[config.mk]
export PLATFORM = sky130hd
export DESIGN_NAME = unified_mem_arbiter_flat
export DESIGN_NICKNAME = d
export VERILOG_FILES = /design/src/rtl/unified_mem_arbiter_if.sv /design/src/rtl/unified_mem_arbiter.sv /design/src/flat_wrapper.sv
export SDC_FILE = /design/constraint.sdc
export NUM_CORES = 1
export LEC_CHECK = 0
export ABC_AREA = 1
export BUFFER_PORTS_ARGS = -buffer_cell sky130_fd_sc_hd__buf_4
export CORE_MARGIN = 2
export CORE_UTILIZATION = 29
export DETAILED_ROUTE_END_ITERATION = 10
export MAX_ROUTING_LAYER = met4
export PLACE_DENSITY_LB_ADDON = 0.05
export SYNTH_ARGS = -nofsm -noshare
export SYNTH_HDL_FRONTEND = slang
export SYNTH_SLANG_ARGS = --single-unit
[constraint.sdc]
create_clock -name clk -period 2 [get_ports clk]
set_input_delay 0.2 -clock clk [delete_from_list [all_inputs] [get_ports clk]]
set_output_delay 0.2 -clock clk [all_outputs]
set_load 0.1 [all_outputs]
[src/rtl/unified_mem_arbiter_if.sv]
// Bus bundle between the CPU core's fetch/data ports, the arbiter and the
// shared single-port memory.
//   slave  : arbiter view (takes core requests and memory responses, drives
//            acks, read data, the memory request, stall and busy)
//   master : environment view (core plus memory), the mirror of slave
interface unified_mem_arbiter_if;
  // Instruction-fetch port
  logic        i_req;
  logic [31:0] i_addr;
  logic        i_flush;
  logic        i_ack;
  logic [31:0] i_rdata;
  // Data (load/store) port
  logic        d_req;
  logic [31:0] d_addr;
  logic [31:0] d_wdata;
  logic [3:0]  d_we;
  logic        d_ack;
  logic [31:0] d_rdata;
  // Shared memory port
  logic        m_req;
  logic [31:0] m_addr;
  logic [31:0] m_wdata;
  logic [3:0]  m_we;
  logic [31:0] m_rdata;
  logic        m_ready;
  // Pipeline status
  logic        stall;
  logic        busy;

  modport slave (
    input  i_req, i_addr, i_flush, d_req, d_addr, d_wdata, d_we, m_rdata, m_ready,
    output i_ack, i_rdata, d_ack, d_rdata, m_req, m_addr, m_wdata, m_we, stall, busy
  );

  modport master (
    output i_req, i_addr, i_flush, d_req, d_addr, d_wdata, d_we, m_rdata, m_ready,
    input  i_ack, i_rdata, d_ack, d_rdata, m_req, m_addr, m_wdata, m_we, stall, busy
  );
endinterface

[src/rtl/unified_mem_arbiter.sv]
// Arbitrates one variable-latency single-port memory between the fetch port
// and the data port. The winner's request is latched onto m_*, held until the
// memory signals m_ready, and the owner then gets a one-cycle ack with read
// data. Data wins by default; a fetch is forced ahead after IMAX_WAIT
// consecutive data grants.
// Ports:
//   clk   : clock
//   reset : synchronous, active-high reset
//   bus   : unified_mem_arbiter_if.slave (fetch, data, memory, stall, busy)
module unified_mem_arbiter #(
  parameter int IMAX_WAIT = 4
) (
  input logic                  clk,
  input logic                  reset,
  unified_mem_arbiter_if.slave bus
);

  localparam int WCW = $clog2(IMAX_WAIT + 1);
  localparam logic [WCW-1:0] WMAX = WCW'(IMAX_WAIT);

  typedef enum logic [1:0] {IDLE, IBUSY, DBUSY} state_t;

  state_t         state_q, state_d;
  logic [WCW-1:0] wait_cnt_q, wait_cnt_d;
  logic           kill_q, kill_d;
  logic           m_req_q, m_req_d;
  logic [31:0]    m_addr_q, m_addr_d;
  logic [31:0]    m_wdata_q, m_wdata_d;
  logic [3:0]     m_we_q, m_we_d;
  logic           i_ack_q, i_ack_d;
  logic           d_ack_q, d_ack_d;
  logic [31:0]    i_rdata_q, i_rdata_d;
  logic [31:0]    d_rdata_q, d_rdata_d;

  logic i_elig, d_elig, grant_i, grant_d;

  // A requester's req is ignored in its own ack cycle so that a held req is
  // only treated as a new request from the following cycle.
  always_comb begin
    i_elig  = bus.i_req & ~bus.i_flush & ~i_ack_q;
    d_elig  = bus.d_req & ~d_ack_q;
    grant_i = 1'b0;
    grant_d = 1'b0;
    if (state_q == IDLE) begin
      // The fetch-wins test looks at the raw d_req: a data requester holding
      // req through its ack cycle still blocks the fetch, so the cycle is left
      // idle rather than handed to the fetch. This keeps the starvation
      // counter the only way a fetch can overtake continuous data traffic.
      if (i_elig && (!bus.d_req || wait_cnt_q == WMAX)) begin
        grant_i = 1'b1;
      end else if (d_elig) begin
        grant_d = 1'b1;
      end
    end
  end

  always_comb begin
    state_d   = state_q;
    kill_d    = kill_q;
    m_req_d   = m_req_q;
    m_addr_d  = m_addr_q;
    m_wdata_d = m_wdata_q;
    m_we_d    = m_we_q;
    i_ack_d   = 1'b0;
    d_ack_d   = 1'b0;
    i_rdata_d = i_rdata_q;
    d_rdata_d = d_rdata_q;

    unique case (state_q)
      IDLE: begin
        kill_d = 1'b0;
        if (grant_i) begin
          m_req_d   = 1'b1;
          m_addr_d  = bus.i_addr;
          m_wdata_d = '0;
          m_we_d    = '0;
          state_d   = IBUSY;
        end else if (grant_d) begin
          m_req_d   = 1'b1;
          m_addr_d  = bus.d_addr;
          m_wdata_d = bus.d_wdata;
          m_we_d    = bus.d_we;
          state_d   = DBUSY;
        end
      end
      IBUSY: begin
        if (bus.i_flush) kill_d = 1'b1;
        if (bus.m_ready) begin
          m_req_d = 1'b0;
          state_d = IDLE;
          kill_d  = 1'b0;
          // A flush in the completion cycle itself also discards the result.
          if (!kill_q && !bus.i_flush) begin
            i_ack_d   = 1'b1;
            i_rdata_d = bus.m_rdata;
          end
        end
      end
      DBUSY: begin
        if (bus.m_ready) begin
          m_req_d = 1'b0;
          state_d = IDLE;
          d_ack_d = 1'b1;
          if (m_we_q == 4'b0000) d_rdata_d = bus.m_rdata;
        end
      end
      default: state_d = IDLE;
    endcase
  end

  // Consecutive data grants seen by a waiting fetch, saturating at IMAX_WAIT.
  always_comb begin
    wait_cnt_d = wait_cnt_q;
    if (!bus.i_req || grant_i) begin
      wait_cnt_d = '0;
    end else if (grant_d && !bus.i_flush && wait_cnt_q != WMAX) begin
      wait_cnt_d = wait_cnt_q + WCW'(1);
    end
  end

  always_ff @(posedge clk) begin
    if (reset) begin
      state_q    <= IDLE;
      wait_cnt_q <= '0;
      kill_q     <= 1'b0;
      m_req_q    <= 1'b0;
      m_addr_q   <= '0;
      m_wdata_q  <= '0;
      m_we_q     <= '0;
      i_ack_q    <= 1'b0;
      d_ack_q    <= 1'b0;
      i_rdata_q  <= '0;
      d_rdata_q  <= '0;
    end else begin
      state_q    <= state_d;
      wait_cnt_q <= wait_cnt_d;
      kill_q     <= kill_d;
      m_req_q    <= m_req_d;
      m_addr_q   <= m_addr_d;
      m_wdata_q  <= m_wdata_d;
      m_we_q     <= m_we_d;
      i_ack_q    <= i_ack_d;
      d_ack_q    <= d_ack_d;
      i_rdata_q  <= i_rdata_d;
      d_rdata_q  <= d_rdata_d;
    end
  end

  assign bus.m_req   = m_req_q;
  assign bus.m_addr  = m_addr_q;
  assign bus.m_wdata = m_wdata_q;
  assign bus.m_we    = m_we_q;
  assign bus.i_ack   = i_ack_q;
  assign bus.d_ack   = d_ack_q;
  assign bus.i_rdata = i_rdata_q;
  assign bus.d_rdata = d_rdata_q;
  assign bus.busy    = (state_q != IDLE);
  assign bus.stall   = (bus.i_req & ~i_ack_q & ~bus.i_flush) | (bus.d_req & ~d_ack_q);

endmodule

[src/flat_wrapper.sv]
// flat-port wrapper written by rule: the top's interface ports become plain ports
module unified_mem_arbiter_flat 
#(
  parameter int IMAX_WAIT = 4
)
  (clk, reset, bus_i_req, bus_i_addr, bus_i_flush, bus_d_req, bus_d_addr, bus_d_wdata, bus_d_we, bus_m_rdata, bus_m_ready, bus_i_ack, bus_i_rdata, bus_d_ack, bus_d_rdata, bus_m_req, bus_m_addr, bus_m_wdata, bus_m_we, bus_stall, bus_busy);
  unified_mem_arbiter_if bus_i ();
  input logic clk;
  input logic reset;
  input wire logic [$bits(bus_i.i_req)-1:0] bus_i_req;
  input wire logic [$bits(bus_i.i_addr)-1:0] bus_i_addr;
  input wire logic [$bits(bus_i.i_flush)-1:0] bus_i_flush;
  input wire logic [$bits(bus_i.d_req)-1:0] bus_d_req;
  input wire logic [$bits(bus_i.d_addr)-1:0] bus_d_addr;
  input wire logic [$bits(bus_i.d_wdata)-1:0] bus_d_wdata;
  input wire logic [$bits(bus_i.d_we)-1:0] bus_d_we;
  input wire logic [$bits(bus_i.m_rdata)-1:0] bus_m_rdata;
  input wire logic [$bits(bus_i.m_ready)-1:0] bus_m_ready;
  output wire logic [$bits(bus_i.i_ack)-1:0] bus_i_ack;
  output wire logic [$bits(bus_i.i_rdata)-1:0] bus_i_rdata;
  output wire logic [$bits(bus_i.d_ack)-1:0] bus_d_ack;
  output wire logic [$bits(bus_i.d_rdata)-1:0] bus_d_rdata;
  output wire logic [$bits(bus_i.m_req)-1:0] bus_m_req;
  output wire logic [$bits(bus_i.m_addr)-1:0] bus_m_addr;
  output wire logic [$bits(bus_i.m_wdata)-1:0] bus_m_wdata;
  output wire logic [$bits(bus_i.m_we)-1:0] bus_m_we;
  output wire logic [$bits(bus_i.stall)-1:0] bus_stall;
  output wire logic [$bits(bus_i.busy)-1:0] bus_busy;
  assign bus_i.i_req = bus_i_req;
  assign bus_i.i_addr = bus_i_addr;
  assign bus_i.i_flush = bus_i_flush;
  assign bus_i.d_req = bus_d_req;
  assign bus_i.d_addr = bus_d_addr;
  assign bus_i.d_wdata = bus_d_wdata;
  assign bus_i.d_we = bus_d_we;
  assign bus_i.m_rdata = bus_m_rdata;
  assign bus_i.m_ready = bus_m_ready;
  assign bus_i_ack = bus_i.i_ack;
  assign bus_i_rdata = bus_i.i_rdata;
  assign bus_d_ack = bus_i.d_ack;
  assign bus_d_rdata = bus_i.d_rdata;
  assign bus_m_req = bus_i.m_req;
  assign bus_m_addr = bus_i.m_addr;
  assign bus_m_wdata = bus_i.m_wdata;
  assign bus_m_we = bus_i.m_we;
  assign bus_stall = bus_i.stall;
  assign bus_busy = bus_i.busy;
  unified_mem_arbiter #(.IMAX_WAIT(IMAX_WAIT)) u_core (.clk(clk), .reset(reset), .bus(bus_i));
endmodule
==> run metrics <==
FMAX=531 MHz; die height=144 um; post-cts sizing count=0; CP endpoint kind=primary output; share of cells above drive strength 1=32.2%; number of global-route vias before repair=5,466; Synth Area in Compound Gates=12.3%; register area share after synthesis=50.0%; remaining antenna violation count=0; Rows=51; GPL Wtd Cong=0.765; largest family of logic cells by synthesized area=simple AND/OR/NAND/NOR gates; Worst-Margin Slew=0.768 ns; CTS tree=done; sequential power share=35.5%; Final HPWL DP=12,500 um; post-synth cell types=25; maximum vdd ir drop=0.000540 V; P per Cell Area=1020 nW/um^2; Syn Area/Cell=7.42 um^2; final setup fails=0; Simple-Gate Fraction of Synth Area=29.1%; Startpoint Class=flop; CP peak stage delay=0.38 ns; Post-Synth Adder-Cell Area=1.33%; total CTS buffers=17; number of I/O port buffers=274; YS warnings=0; maximum number of pins on one net before global-route repair=69; hold_buf cts=0; Area Overhead vs Synth=50.2%; Boundary Pins=275; delay-heaviest family, CP=buffers and inverters; core box area=19,300 um^2; post-synth top area share=50.0%; vias per inst=4.44; type of the worst min-delay path=in -> reg; global-route usage over all layers=18.4%; clk_lat worst skew=0.42 ns; initial antenna violation count=0; Ant. Diodes=0; reg2reg setup slack=0.26 ns; Placed Cells=1,259; Worst EP arrival=1.68 ns; Rel. slew slack=48.8%; initial core utilization=29.3%; clock tree buffer depth=2; max-slew violation count=0; most frequent CP cell=inv_1; Yosys reg bits=141; leading area contributor after synthesis=dfxtp_1; Setup CP Type=reg -> out; Post-Syn Area=5650 um^2; crit-path max FO=5; status=completed; Die X=144 um; Fin Clk Skew=0.0154 ns; final period utilization=94.2%; PnR worst setup slack=0.116 ns; Worst EP required=1.80 ns; Final Non-Filler Cells=1,291; final wirelength=18,400 um; Wirelength per Cell=14.2 um; Logic pwr share=26.9%; final total power=8.66 mW; clk root buf=clkbuf_16; Clk pwr share=37.7%; crit-path cells=inv_1 -> ha_1 -> inv_1 -> buf_4; top post-synthesis cells by area=dfxtp_1 (50%), nand2_1 (12%), nor2_1 (9.0%); Final Hold Viols=0; Tmin final=1.88 ns; first-pass GRT wire length=28,700 um; DP Worst Slack=0.191 ns; clock-pin slew on the worst setup and hold paths=0.06 ns; Net Sw Frac=35.9%; syn nets=906; router iterations before antenna repair=4; xor and xnor fraction of the mapped netlist area=0.155%; Max Cap Violations=0; RSZ-0062 raised after global routing=no; mux share of post-synthesis cell area=0%; buffer count from post-CTS setup fixing=0; worst path bufs/invs=3; DR vias=5,731; die area=20,600 um^2; Leak Pwr=3.91 nW; CTS H-tree lvls=4; Int Pwr=5.55 mW; count of mapped cells out of synthesis=762; Remaining Overflow, GRT=0; clock sinks=141; fillers=2,045; # nets final=1,157; DRC errors left=0; TNS Setup=0 ns; slowest CP cell=dfxtp_1; Psw=3.11 mW; First DRT Iteration DRCs=231
-- metrics by stage --
stage / instance area [um^2] / hold WS [ns] / util (%)
2_1_floorplan: 5650 / 0.343 / -
5_1_grt: 8490 / 0.0229 / 44.0
3_5_place_dp: 7870 / 0.455 / 40.9
4_1_cts: 8480 / 0.0121 / 44.0
6_report: 8490 / 0.0375 / 44.0
3_3_place_gp: 7870 / 0.451 / 40.9
-- final cells by class --
cell class | instances | area, um^2 | area share [%]
tap | 265 | 332 | 3.91
clock buffer | 19 | 443 | 5.22
multi-input combinational | 549 | 2440 | 28.7
clock inverter | 13 | 163 | 1.92
timing repair buffer | 286 | 2210 | 26.1
sequential | 141 | 2820 | 33.3
inverter | 18 | 75.1 | 0.884
-- cell families (layout without fill, tap and decap cells) --
logic type | after synthesis | in the layout
xor gates and xnor gates | 1 | 1
buffers and inverters | 72 | 336
adders and majority gates | 6 | 6
AOI/OAI and AO/OA | 139 | 139
and+or+nand+nor | 403 | 403
DFF | 141 | 141
-- tightest hold or removal path: cells and delay by family --
family,cells,cell delay [ns]
AO/OA/AOI/OAI,1,0.10
buffers and inverters,1,0.08
AND/OR/NAND/NOR,1,0.04
-- path summary, 6_finish.rpt --
kind | to | startpoint | cells past startpoint
max reg2reg | u_core.bus.m_wdata[24] | u_core.wait_cnt_q[0] | 9
min reg2reg | u_core.bus.d_rdata[23] | u_core.bus.d_rdata[23] | 2
max | bus_busy | u_core.state_q[0] | 4
min | u_core.bus.m_wdata[6] | bus_d_wdata[6] | 3
-- sequential cells by signal (all words and copies together) (netlist names) --
| name | flops |
|---|---|
| u_core.bus.i_rdata | 32 |
| u_core.bus.d_rdata | 32 |
| u_core.kill_q | 1 |
| u_core.bus.i_ack | 1 |
| u_core.bus.d_ack | 1 |
| u_core.bus.m_we | 4 |
| u_core.wait_cnt_q | 3 |
| u_core.state_q | 2 |
| u_core.bus.m_wdata | 32 |
| u_core.bus.m_addr | 32 |
| u_core.bus.m_req | 1 |
-- layer usage --
metal  wire length (um)  vias up  global-route usage (%)
met2               8660      185                    28.7
met4                125        0                    5.31
li1                   -     2972                       -
met5                  0        -                       -
met3               1330       11                    5.50
met1               8280     2563                    23.0
-- layout by cell type, fill, tap and decap left out, types with 2 or more instances in the layout --
cell	instances
buf_12	5
clkinvlp_4	3
nand4_1	2
nand3_2	3
bufinv_16	3
o21ai_0	60
inv_2	2
dfxtp_1	141
inv_1	14
nand3_1	70
nand2_1	186
buf_4	280
clkinv_2	3
inv_6	5
o21ai_1	4
a21oi_1	75
nor2_1	135
clkbuf_16	17
ha_1	6
-- power groups by stage --
stage	logic (mW)	registers, mW	clock network, mW
2_1_floorplan	0.553	4.29	0
3_3_place_gp	2.35	3.13	0
3_5_place_dp	2.34	3.13	0
4_1_cts	2.35	3.07	3.35
5_1_grt	2.47	3.09	3.46
6_report	2.32	3.07	3.26
-- synth_stat cells --
master,instances
nand2_1,186
dfxtp_1,141
nor2_1,136
a21oi_1,75
nand3_1,71
o21ai_0,60
clkbuf_1,23
inv_1,15
buf_6,13
buf_2,11
ha_1,6
buf_4,4
o21ai_1,4
clkbuf_2,2
inv_2,2
nand3_2,2
nand4_1,2
nor3_2,2
buf_1,1
inv_4,1
nand2_2,1
nor2_4,1
nor4_1,1
or2_2,1
xor2_1,1
Note: power is estimated with default switching activity, not from simulation.
